==> src/rtl/clock_divider_n.sv <==
// rtl/clock_divider_n.sv - runtime-programmable integer clock divider
//
// Divides clk by a ratio N in [2, 2^CNT_W-1]. N is requested through a shadow
// register and only takes effect at a period boundary while running.
//
// Optional build macro: CLK_DIV_ODD_DUTY50_EN
//   Adds a negedge stage so odd ratios produce an exact 50% duty clk_out.
//
// Ports:
//   clk      in   system clock
//   rst_n    in   asynchronous active-low reset
//   en       in   run enable; low parks the divider idle
//   div_val  in   requested ratio N (CNT_W bits)
//   div_load in   one-cycle strobe requesting div_val
//   clk_out  out  divided clock, registered
//   tick     out  one-clk pulse on the first clk cycle of each clk_out period
//   div_cur  out  ratio currently in effect
//   cfg_err  out  one-clk pulse when div_load carries div_val < 2
module clock_divider_n #(
  parameter int CNT_W       = 8,
  parameter int DEFAULT_DIV = 5
) (
  input  logic             clk,
  input  logic             rst_n,
  input  logic             en,
  input  logic [CNT_W-1:0] div_val,
  input  logic             div_load,
  output logic             clk_out,
  output logic             tick,
  output logic [CNT_W-1:0] div_cur,
  output logic             cfg_err
);

  localparam logic [CNT_W-1:0] DEF_DIV = CNT_W'(DEFAULT_DIV);
  localparam logic [CNT_W-1:0] ONE     = CNT_W'(1);
  localparam logic [CNT_W-1:0] TWO     = CNT_W'(2);

  if (DEFAULT_DIV < 2 || DEFAULT_DIV > (2 ** CNT_W) - 1) begin : g_bad_default
    $error("clock_divider_n: DEFAULT_DIV out of range [2, 2^CNT_W-1]");
  end

  logic [CNT_W-1:0] cnt_q, cnt_d;
  logic [CNT_W-1:0] div_cur_q, div_cur_d;
  logic [CNT_W-1:0] shadow_q, shadow_d;
  logic             pend_q, pend_d;
  logic             pos_q, pos_d;
  logic             tick_q, tick_d;
  logic             cfg_err_q, cfg_err_d;
  logic             load_ok;
  logic             wrap;

  always_comb begin
    cnt_d     = cnt_q;
    div_cur_d = div_cur_q;
    shadow_d  = shadow_q;
    pend_d    = pend_q;
    pos_d     = 1'b0;
    tick_d    = 1'b0;
    load_ok   = div_load && (div_val >= TWO);
    cfg_err_d = div_load && (div_val < TWO);
    wrap      = (cnt_q == div_cur_q - ONE);

    if (en) begin
      if (wrap) begin
        cnt_d = '0;
        // A load landing on the wrap edge beats any older pending request.
        if (load_ok) begin
          div_cur_d = div_val;
          shadow_d  = div_val;
          pend_d    = 1'b0;
        end else if (pend_q) begin
          div_cur_d = shadow_q;
          pend_d    = 1'b0;
        end
      end else begin
        cnt_d = cnt_q + ONE;
        if (load_ok) begin
          shadow_d = div_val;
          pend_d   = 1'b1;
        end
      end
      pos_d  = (cnt_d < (div_cur_d >> 1));
      tick_d = (cnt_d == '0);
    end else begin
      if (load_ok) begin
        div_cur_d = div_val;
        shadow_d  = div_val;
        pend_d    = 1'b0;
      end
      // Park on the terminal count of the ratio that will be in effect, so
      // the first enabled edge wraps and starts a fresh period.
      cnt_d = div_cur_d - ONE;
    end
  end

  always_ff @(posedge clk or negedge rst_n) begin
    if (!rst_n) begin
      cnt_q     <= DEF_DIV - ONE;
      div_cur_q <= DEF_DIV;
      shadow_q  <= DEF_DIV;
      pend_q    <= 1'b0;
      pos_q     <= 1'b0;
      tick_q    <= 1'b0;
      cfg_err_q <= 1'b0;
    end else begin
      cnt_q     <= cnt_d;
      div_cur_q <= div_cur_d;
      shadow_q  <= shadow_d;
      pend_q    <= pend_d;
      pos_q     <= pos_d;
      tick_q    <= tick_d;
      cfg_err_q <= cfg_err_d;
    end
  end

`ifdef CLK_DIV_ODD_DUTY50_EN
  logic neg_q, neg_d;

  // Half-cycle delayed copy of the posedge output; only odd ratios need the
  // extra half clk of high time, so even ratios keep it cleared.
  always_comb begin
    neg_d = pos_q & div_cur_q[0];
  end

  always_ff @(negedge clk or negedge rst_n) begin
    if (!rst_n) begin
      neg_q <= 1'b0;
    end else begin
      neg_q <= neg_d;
    end
  end

  assign clk_out = pos_q | neg_q;
`else
  assign clk_out = pos_q;
`endif

  assign tick    = tick_q;
  assign div_cur = div_cur_q;
  assign cfg_err = cfg_err_q;

endmodule

==> config.mk <==
export PLATFORM = sky130hd
export DESIGN_NAME = clock_divider_n
export DESIGN_NICKNAME = d
export VERILOG_FILES = /design/src/rtl/clock_divider_n.sv
export SDC_FILE = /design/constraint.sdc
export NUM_CORES = 1
export LEC_CHECK = 0
export CAP_MARGIN = 10
export CELL_PAD_IN_SITES_DETAIL_PLACEMENT = 0
export CELL_PAD_IN_SITES_GLOBAL_PLACEMENT = 1
export CORE_MARGIN = 1
export CORE_UTILIZATION = 44
export CTS_CLUSTER_SIZE = 8
export DETAILED_ROUTE_END_ITERATION = 12
export GPL_ROUTABILITY_DRIVEN = 0
export PLACE_DENSITY = 0.88
export SLEW_MARGIN = 25
export SYNTH_ARGS = -nofsm -noshare
export SYNTH_HDL_FRONTEND = slang
export SYNTH_SLANG_ARGS = --single-unit
==> constraint.sdc <==
create_clock -name clk -period 4.35 [get_ports clk]
set_input_delay 1.0875 -clock clk [delete_from_list [all_inputs] [get_ports clk]]
set_output_delay 1.0875 -clock clk [all_outputs]
set_load 0.02 [all_outputs]
After elaboration in Yosys (flattened, before gate mapping)
Index checks and enable logic that the tools add are counted.
Word-level totals
  bits in registers: 28
  input port bits: 12
  output and inout port bits: 11
  logic and storage cells: 40
Operators by class
  eq/ne operators: 3
  add/sub/neg operators: 3
  muxes and demuxes: 16
  reductions and logical operators: 7
  magnitude comparators: 3
Operators by type and width (count)
  $mux W8: 10
  $sub A8 B1 Y8 const B: 2
  $add A8 B1 Y8 const B: 1
  $eq A8 B8 Y1: 1
  $ge A8 B2 Y1 const B: 1
  $logic_not A8 Y1: 1
  $lt A8 B2 Y1 const B: 1
  $lt A8 B7 Y1: 1
  $mux W1: 6
  $reduce_and A2 Y1: 2
  $reduce_bool A2 Y1: 2
  $ne A3 B1 Y1 const B: 1
  $logic_and A1 B1 Y1: 2
  $ne A2 B1 Y1 const B: 1

Depth between registers and ports, before layout
Gate-level depths: netlist (run 1).
  depth after elaboration: 7
  depth in mapped cells: 15
  gate-level depth less buffers: 14

Worst setup path after synthesis (run 1)
No wires, ideal clock.
  path type: input port to flip-flop
  from: input div_val[5]
  to: register pos_q, in the netlist clk_out
  library setup time: 78 ps
  arrival: 3506 ps
  path slack: 766 ps
  required time: 4272 ps
  cell stages on the path: 13
  buffers on the path: 1
  path through: or4_4 o21ai_4 and2_1 clkbuf_1 a22o_1 a22oi_2 ha_1 a21o_1 nand2_1 nand3b_1 a221oi_1 o2111ai_1 o2bb2ai_1
Between the ends
  word-level cells in the longest chain between the ends: 7
Ends and longest elaborated chain
  from (decl): line 26  | input logic [CNT_W-1:0] div_val,
  $ge A8 B2 Y1: line 59  | load_ok = div_load && (div_val >= TWO);
  $logic_and A1 B1 Y1: line 59
  $mux W8 *: line 67  | if (load_ok) begin
  $mux W8 *: line 64  | if (wrap) begin
  $mux W8 *: line 63  | if (en) begin
  $lt A8 B7 Y1 *: line 82  | pos_d = (cnt_d < (div_cur_d >> 1));
  $mux W1 *: line 63
  net pos_d: line 46  | logic pos_q, pos_d;
  to (signal assigned): line 110  | pos_q <= pos_d;
  to (decl): line 46
Mark *: on every way through the listed nets, which the timed path passes. The rest lies on a longest branch. The select of a mux whose other input is x is not followed.
A chain may end at the register's enable or synchronous reset.

Worst setup path in the final report (run 1)
Same ends and word-level chain as after synthesis.

==> results of run 1 <==
cells in the mapped netlist, types with 3 or more instances:
cell,count
sky130_fd_sc_hd__a21oi_1,7
sky130_fd_sc_hd__mux2_2,7
sky130_fd_sc_hd__dfstp_2,5
sky130_fd_sc_hd__dfrtp_1,23
sky130_fd_sc_hd__nand3b_1,3
sky130_fd_sc_hd__nand2_1,17
sky130_fd_sc_hd__o21ai_0,4
sky130_fd_sc_hd__xor2_1,11
sky130_fd_sc_hd__buf_2,4
sky130_fd_sc_hd__nand3_1,5
sky130_fd_sc_hd__clkbuf_1,7
sky130_fd_sc_hd__inv_1,6
sky130_fd_sc_hd__buf_4,4
sky130_fd_sc_hd__nor2b_1,4
sky130_fd_sc_hd__ha_1,9
sky130_fd_sc_hd__nor3_1,9
sky130_fd_sc_hd__a22o_1,12
sky130_fd_sc_hd__nor2_1,16
sky130_fd_sc_hd__a22oi_1,5
sky130_fd_sc_hd__nor4_1,6
sky130_fd_sc_hd__a22oi_2,6
sky130_fd_sc_hd__mux2i_1,9
sky130_fd_sc_hd__xnor2_1,11
worst max-delay path, cell delays in order:
cell and delay (ps):
sky130_fd_sc_hd__clkdlybuf4s50_1 420, sky130_fd_sc_hd__or4_4 560, sky130_fd_sc_hd__o21ai_4 230, sky130_fd_sc_hd__and2_1 300
sky130_fd_sc_hd__a22o_1 180, sky130_fd_sc_hd__a22oi_2 60, sky130_fd_sc_hd__ha_1 320, sky130_fd_sc_hd__a21o_1 160
sky130_fd_sc_hd__nand2_1 60, sky130_fd_sc_hd__nand3b_1 70, sky130_fd_sc_hd__a221oi_1 300, sky130_fd_sc_hd__o2111ai_1 170
sky130_fd_sc_hd__o2bb2ai_1 180
state kept, by name, summed over array words and instances, names as in the netlist:
name,flops
cfg_err,1
clk_out,1
cnt_q,8
div_cur,8
pend_q,1
shadow_q,8
tick,1
worst paths after layout:
check / depth (start not counted) / endpoint / from / slack (ps)
worst min-delay path: 2 / shadow_q[4]$_DFFE_PN0P_ / shadow_q[4]$_DFFE_PN0P_ / 500
worst min register to register: 2 / shadow_q[4]$_DFFE_PN0P_ / shadow_q[4]$_DFFE_PN0P_ / 500
max in group asynchronous: 2 / cnt_q[2]$_DFF_PN1_ / rst_n / 2870
worst max register to register: 14 / clk_out$_DFF_PN0_ / div_cur[0]$_DFFE_PN1P_ / 690
min in group asynchronous: 2 / pend_q$_DFFE_PN0P_ / rst_n / 1170
worst max-delay path: 13 / clk_out$_DFF_PN0_ / div_val[5] / 460
power groups by stage:
| stage | clock, W | sequential (W) | combinational [W] |
|---|---|---|---|
| 4_1_cts | 0.000213 | 0.000428 | 0.000609 |
| 5_1_grt | 0.000222 | 0.000440 | 0.000671 |
| 2_1_floorplan | 0 | 0.000401 | 0.000468 |
| 6_report | 0.000210 | 0.000428 | 0.000606 |
| 3_5_place_dp | 0 | 0.000433 | 0.000604 |
| 3_3_place_gp | 0 | 0.000433 | 0.000596 |
layout by cell type, fill, tap and decap left out, types with 6 or more instances in the layout:
cell                               n
sky130_fd_sc_hd__a22o_1           12
sky130_fd_sc_hd__xor2_1           11
sky130_fd_sc_hd__a22oi_2           6
sky130_fd_sc_hd__clkdlybuf4s50_1  22
sky130_fd_sc_hd__mux2_2            7
sky130_fd_sc_hd__inv_1             6
sky130_fd_sc_hd__buf_4            11
sky130_fd_sc_hd__mux2i_1           9
sky130_fd_sc_hd__nor3_1            9
sky130_fd_sc_hd__dfrtp_1          23
sky130_fd_sc_hd__nor4_1            6
sky130_fd_sc_hd__nor2_1           16
sky130_fd_sc_hd__a21oi_1           7
sky130_fd_sc_hd__ha_1              9
sky130_fd_sc_hd__xnor2_1          11
sky130_fd_sc_hd__nand2_1          17
kinds of logic after synthesis:
logic type	synth area share
multiplexers	0.0793
XOR/XNOR	0.0904
AND/OR/NAND/NOR	0.179
AO/OA/AOI/OAI	0.219
buffers and inverters	0.0482
adder cells (fa/ha/maj)	0.0528
flip-flops	0.332
layer usage:
layer | vias up | routed length, um
met3 | 11 | 177
met4 | 0 | 115
met5 | - | 0
li1 | 864 | -
met2 | 59 | 2400
met1 | 852 | 2390
area by class of cell:
class / instances / area, um^2 / area share
clock buffers: 3 / 41.3 / 0.0166
flip-flops and latches: 28 / 707 / 0.284
inverters: 6 / 22.5 / 0.00905
multi-input cells: 173 / 1320 / 0.531
well taps: 52 / 65.1 / 0.0261
clock inverters: 1 / 30.0 / 0.0121
repair buffers: 33 / 303 / 0.122
per-stage QoR:
step | total power, W | utilization
2_1_floorplan | 0.000870 | -
3_3_place_gp | 0.00103 | 0.537
3_5_place_dp | 0.00104 | 0.537
4_1_cts | 0.00125 | 0.553
5_1_grt | 0.00133 | 0.553
6_report | 0.00124 | 0.553
==> impl_results.md, run 1 <==
* Layout cells sized above 1 at 0.176
* Final Hold Vio Count at 0
* Clock root buffer: sky130_fd_sc_hd__clkbuf_8
* Met1 routing resource usage after global routing at 0.293
* Worst clock skew on the final layout at roughly 5.6 ps
* Maximum number of buffers from clock root to sink at 2
* Router iterations before antenna repair at 4
* Initial core utilization at 0.473
* Final Max Tran Viols at 0
* Combinational power share at 0.487
* Port Buffers at 22
* Result of the run: finished, final reports clean
* WL per Instance at 17.2 um
* I/O pin cnt at 23
* Die W at just over 70 um
* Crit path required time at around 4600 ps
* Switching power share of the total at 0.403
* Busiest layer in global routing: met2
* Internal power at around 0.00074 W
* Area of the core at between 4000 and 5000 um^2
* Clock network latency to the later pin of the worst-skew pair at 290 ps
* CP endpoint kind: flip-flop
* Max_slew headroom at 0.617
* CP Class: in2reg
* Pin count of the biggest net entering global routing at 29
* Clock net sink count at 28
* Total of hold buffers inserted after clock tree synthesis at 0
* Hold WS at 495 ps
* Power density over the cells at 500 nW/um^2
* Antenna violations before repair at 0
* Number of filler cells placed in the layout at roughly 420
* Detailed-route via count at ~1800
* Detailed-route vias per instance at 6.03
* Y dimension of the die at ~72 um
* Post-cts gate resize count at 0
* LEAKAGE at approximately 1.0 nW
* Antenna Nets Post-Route at 0
* Dominant synthesized flop cell: sky130_fd_sc_hd__dfrtp_1
* Post-CTS repair timing setup buffer count at 0
* Slew at the pin closest to its max-slew limit at about 570 ps
* Path class of the lowest-slack min-delay path: reg2reg
* Cell Count Post-Placement at 292
* YS warnings at 0
* Number of enable flip-flop cells after synthesis at 0
* Post-layout min period at between 3000 and 4000 ps
* Synth Instances at 223
* Placement-stage worst setup slack at roughly 160 ps
* Post-synthesis cell type with the largest combined area: sky130_fd_sc_hd__dfrtp_1
* Arrival time of the worst setup path at 4100 ps
* Top cell type's share of synthesized area at 0.270
* Layout net count at about 270
* Die Footprint at 5130 um^2
* Element type at the critical path start: primary input
* Peak fanout along the critical path at 7
* Summed negative setup slack over all endpoints at 0 ps
* Dpl cell area at 2420 um^2
* Max Clk Rate at 257 MHz
* Min setup slack post-route at around 460 ps
* Final standard cell count with taps included and fillers excluded at ~300
* Register bit count reported by yosys at 28
* Total wire length at around 5000 um
* Net count of the mapped netlist at 244
* Post-synthesis area per instance at 9.56 um^2
* Met2 capacity usage during global routing at 0.358
* Main area contributors after synthesis: sky130_fd_sc_hd__dfrtp_1 (27%), sky130_fd_sc_hd__dfstp_2 (6.2%), sky130_fd_sc_hd__ha_1 (5.3%)
* Deepest level of the CTS H-tree at 1
* First-pass GRT wire length at roughly 8500 um
* IR Drop Worst-Case VDD at roughly 0.20 mV
* Total DRC errors in the routed layout at 0
* Via count of the first global-routing pass at approximately 1700
* Synth-to-layout area growth at 16.9%
* Post-synthesis cell type count at 49
* Antenna diode count at 0
* Part of the power in registers at 0.344
* Setup repair after global routing missed its margin: no
* Power share of the clock group at 0.169
* Clock Pin Slew Worst Setup and Hold Paths at around 100 ps
* Total half-perimeter wirelength after legalization and detailed placement at roughly 3800 um
* Cell area after layout at 2490 um^2
* Met3 Use GR at 0.0211
* Post-synthesis async set-or-reset flop share at 1.00
* Num CTS Buffers at 3
* Netlist area before placement at 2130 um^2
* Overall routing resource usage at 0.216
* Total congestion overflow at 0
* Initial DRC Count at between 100 and 150
* TritonCTS clock tree: done
* FP Rows at 24
* Ratio of final minimum period to clock period at 0.894
* Switching pwr at 0.000502 W
* Final Setup Violations at 0
* Sequential cell area fraction in the yosys report at 0.332
* Reported max-cap violation count at 0
No activity file was read; power rests on OpenSTA's default activity.
==> inputs of run 2 (changes only) <==
--- a/config.mk
+++ b/config.mk
@@ -13,7 +13,9 @@
 export CTS_CLUSTER_SIZE = 8
 export DETAILED_ROUTE_END_ITERATION = 12
 export GPL_ROUTABILITY_DRIVEN = 0
+export GPL_TIMING_DRIVEN = 0
 export PLACE_DENSITY = 0.88
+export SETUP_SLACK_MARGIN = 0.05
 export SLEW_MARGIN = 25
 export SYNTH_ARGS = -nofsm -noshare
 export SYNTH_HDL_FRONTEND = slang
==> run 2 against run 1 <==
Effect of this change:
- critical path depth is the same
- via count shrank 0.67%
- clock skew shrank 3.6 ps
- non-clock buffer count grew 3
- clock-buffer cell count is the same
- flip-flop and latch count is the same
- worst setup slack lost 140 ps
- core utilization shrank 0.31 points
- cell count grew 1.0%
- sequential power shrank 10%
- global-route usage grew 0.75 points
- critical endpoint unchanged
- largest cell class unchanged
- largest power group unchanged
==> impl_results.md, run 2 (synthesis gave the netlist of run 1 again) <==
* Result of the run: finished, final reports clean
* Post-layout min period at between 4000 and 5000 ps
* LEAKAGE at 1.03 nW
* Die Footprint at 5130 um^2
* TritonCTS clock tree: done
* IR Drop Worst-Case VDD at about 0.16 mV
* Total half-perimeter wirelength after legalization and detailed placement at 3910 um
* Layout net count at approximately 270
* Origin of the worst min-delay path: shadow_q[4]$_DFFE_PN0P_
* Deepest level of the CTS H-tree at 1
* Total DRC errors in the routed layout at 0
* Peak fanout along the critical path at 7
* Part of the power in registers at 0.306
* Total congestion overflow at 0
* Worst clock skew on the final layout at between 1.5 and 2 ps
* Overall routing resource usage at 0.224
* Ratio of final minimum period to clock period at 0.927
* Arrival time of the worst setup path at 4240 ps
* Maximum number of buffers from clock root to sink at 2
* Cell Count Post-Placement at a little under 300
* Most common cell after layout, fill and taps aside: sky130_fd_sc_hd__dfrtp_1
* Y dimension of the die at 71.6 um
* Post-CTS repair timing setup buffer count at 0
* Router iterations before antenna repair at 4
* Worst R2R Start: div_cur[0]$_DFFE_PN1P_
* Die W at 71.6 um
* Most frequent cells in the layout: sky130_fd_sc_hd__dfrtp_1 (23), sky130_fd_sc_hd__clkdlybuf4s50_1 (20), sky130_fd_sc_hd__nand2_1 (17)
* Clock Pin Slew Worst Setup and Hold Paths at roughly 100 ps
* Final Setup Violations at 0
* Max_slew headroom at 0.543
* Switching power share of the total at 0.405
* Met2 capacity usage during global routing at 0.354
* FP Rows at 24
* Combinational power share at 0.528
* Antenna diode count at 0
* Cell area after layout at between 2000 and 2500 um^2
* Initial DRC Count at 87
* Clock net sink count at 28
* Met3 Use GR at 0.0197
* Synth-to-layout area growth at 16.2%
* First-pass GRT wire length at between 8000 and 9000 um
* Final Hold Vio Count at 0
* Reported max-cap violation count at 0
* Path class of the lowest-slack min-delay path: reg2reg
* Setup repair after global routing missed its margin: no
* Final standard cell count with taps included and fillers excluded at ~300
* Crit path required time at 4560 ps
* I/O pin cnt at 23
* Initial core utilization at 0.473
* Max Clk Rate at between 200 and 250 MHz
* Met1 routing resource usage after global routing at 0.328
* Slew at the pin closest to its max-slew limit at just under 700 ps
* Post-cts gate resize count at 0
* Detailed-route via count at 1774
* WL per Instance at 17.7 um
* Num CTS Buffers at 3
* Element type at the critical path start: primary input
* Area of the core at 4500 um^2
* Detailed-route vias per instance at approximately 5.9
* Power share of the clock group at 0.166
* CP Class: in2reg
* Total of hold buffers inserted after clock tree synthesis at 0
* Launch point of the critical path: div_val[2]
* Via count of the first global-routing pass at 1778
* Clock network latency to the later pin of the worst-skew pair at about 280 ps
* Total wire length at around 5300 um
* Pin count of the biggest net entering global routing at 29
* Dpl cell area at 2400 um^2
* Busiest layer in global routing: met2
* Total power consumption of the routed design at about 0.0013 W
* Final Max Tran Viols at 0
* Layout cells sized above 1 at 0.174
* Antenna Nets Post-Route at 0
* Port Buffers at 21
* Internal power at roughly 0.00075 W
* Power density over the cells at approximately 510 nW/um^2
* Switching pwr at between 0.0005 and 0.0006 W
* CP endpoint kind: flip-flop
* Clock root buffer: sky130_fd_sc_hd__clkbuf_8
* Antenna violations before repair at 0
## run 2: cell types whose count changed in the layout (fill, tap and decap cells not counted)
cell / before / now
sky130_fd_sc_hd__a221oi_1: 1 / 0
sky130_fd_sc_hd__a221oi_2: 0 / 1
sky130_fd_sc_hd__and2_1: 2 / 1
sky130_fd_sc_hd__and2_2: 0 / 1
sky130_fd_sc_hd__buf_1: 0 / 1
sky130_fd_sc_hd__buf_2: 0 / 5
sky130_fd_sc_hd__buf_4: 11 / 4
sky130_fd_sc_hd__clkbuf_1: 0 / 6
sky130_fd_sc_hd__clkdlybuf4s50_1: 22 / 20
## run 2: power groups by stage
stage	logic [W]	registers, W	clock network [W]
floorplan	0.000468	0.000401	0
global placement	0.000648	0.000388	0
detailed placement	0.000657	0.000390	0
CTS	0.000663	0.000385	0.000211
global route	0.000738	0.000394	0.000219
finish	0.000665	0.000385	0.000208
## run 2: worst paths after layout
path | to | slack (ps) | cells past startpoint
worst max register to register | clk_out$_DFF_PN0_ | 730 | 15
min in group asynchronous | shadow_q[1]$_DFFE_PN0P_ | 810 | 1
worst min register to register | shadow_q[4]$_DFFE_PN0P_ | 490 | 2
max in group asynchronous | clk_out$_DFF_PN0_ | 3130 | 1
worst min-delay path | shadow_q[4]$_DFFE_PN0P_ | 490 | 2
worst max-delay path | clk_out$_DFF_PN0_ | 320 | 13
## run 2: through the flow
stage | TNS, ps | util | hold WS, ps | setup WS [ps]
3_5_place_dp | -228 | 0.533 | 479 | -228
4_1_cts | 0 | 0.549 | 504 | 65.9
6_report | 0 | 0.550 | 493 | 319
5_1_grt | 0 | 0.550 | 517 | 169
2_1_floorplan | 0 | - | 447 | 766
3_3_place_gp | -154 | 0.534 | 465 | -154
## run 2: worst max-delay path, cell delays in order
cell and delay, ps:
sky130_fd_sc_hd__clkdlybuf4s50_1 530, sky130_fd_sc_hd__or4_4 580, sky130_fd_sc_hd__o21ai_4 270, sky130_fd_sc_hd__and2_2 270
sky130_fd_sc_hd__a22o_1 180, sky130_fd_sc_hd__a22oi_2 70, sky130_fd_sc_hd__ha_1 320, sky130_fd_sc_hd__a21o_1 170
sky130_fd_sc_hd__nand2_1 80, sky130_fd_sc_hd__nand3b_1 100, sky130_fd_sc_hd__a221oi_2 260, sky130_fd_sc_hd__o2111ai_1 150
sky130_fd_sc_hd__o2bb2ai_1 160
## run 2: cell type report
| type | count | area, um^2 |
|---|---|---|
| clock inverter | 1 | 30.0 |
| sequential | 28 | 707 |
| tap | 52 | 65.1 |
| inverter | 6 | 22.5 |
| multi-input combinational | 173 | 1330 |
| timing repair buffer | 21 | 205 |
| fill | 447 | 2030 |
| clock buffer | 3 | 41.3 |
| buffer | 15 | 76.3 |
## run 2: per-layer routing
layer,vias to the layer above,wire [um]
met1,855,2510
met3,5,274
met5,-,0
met2,54,2450
li1,860,-
met4,0,52
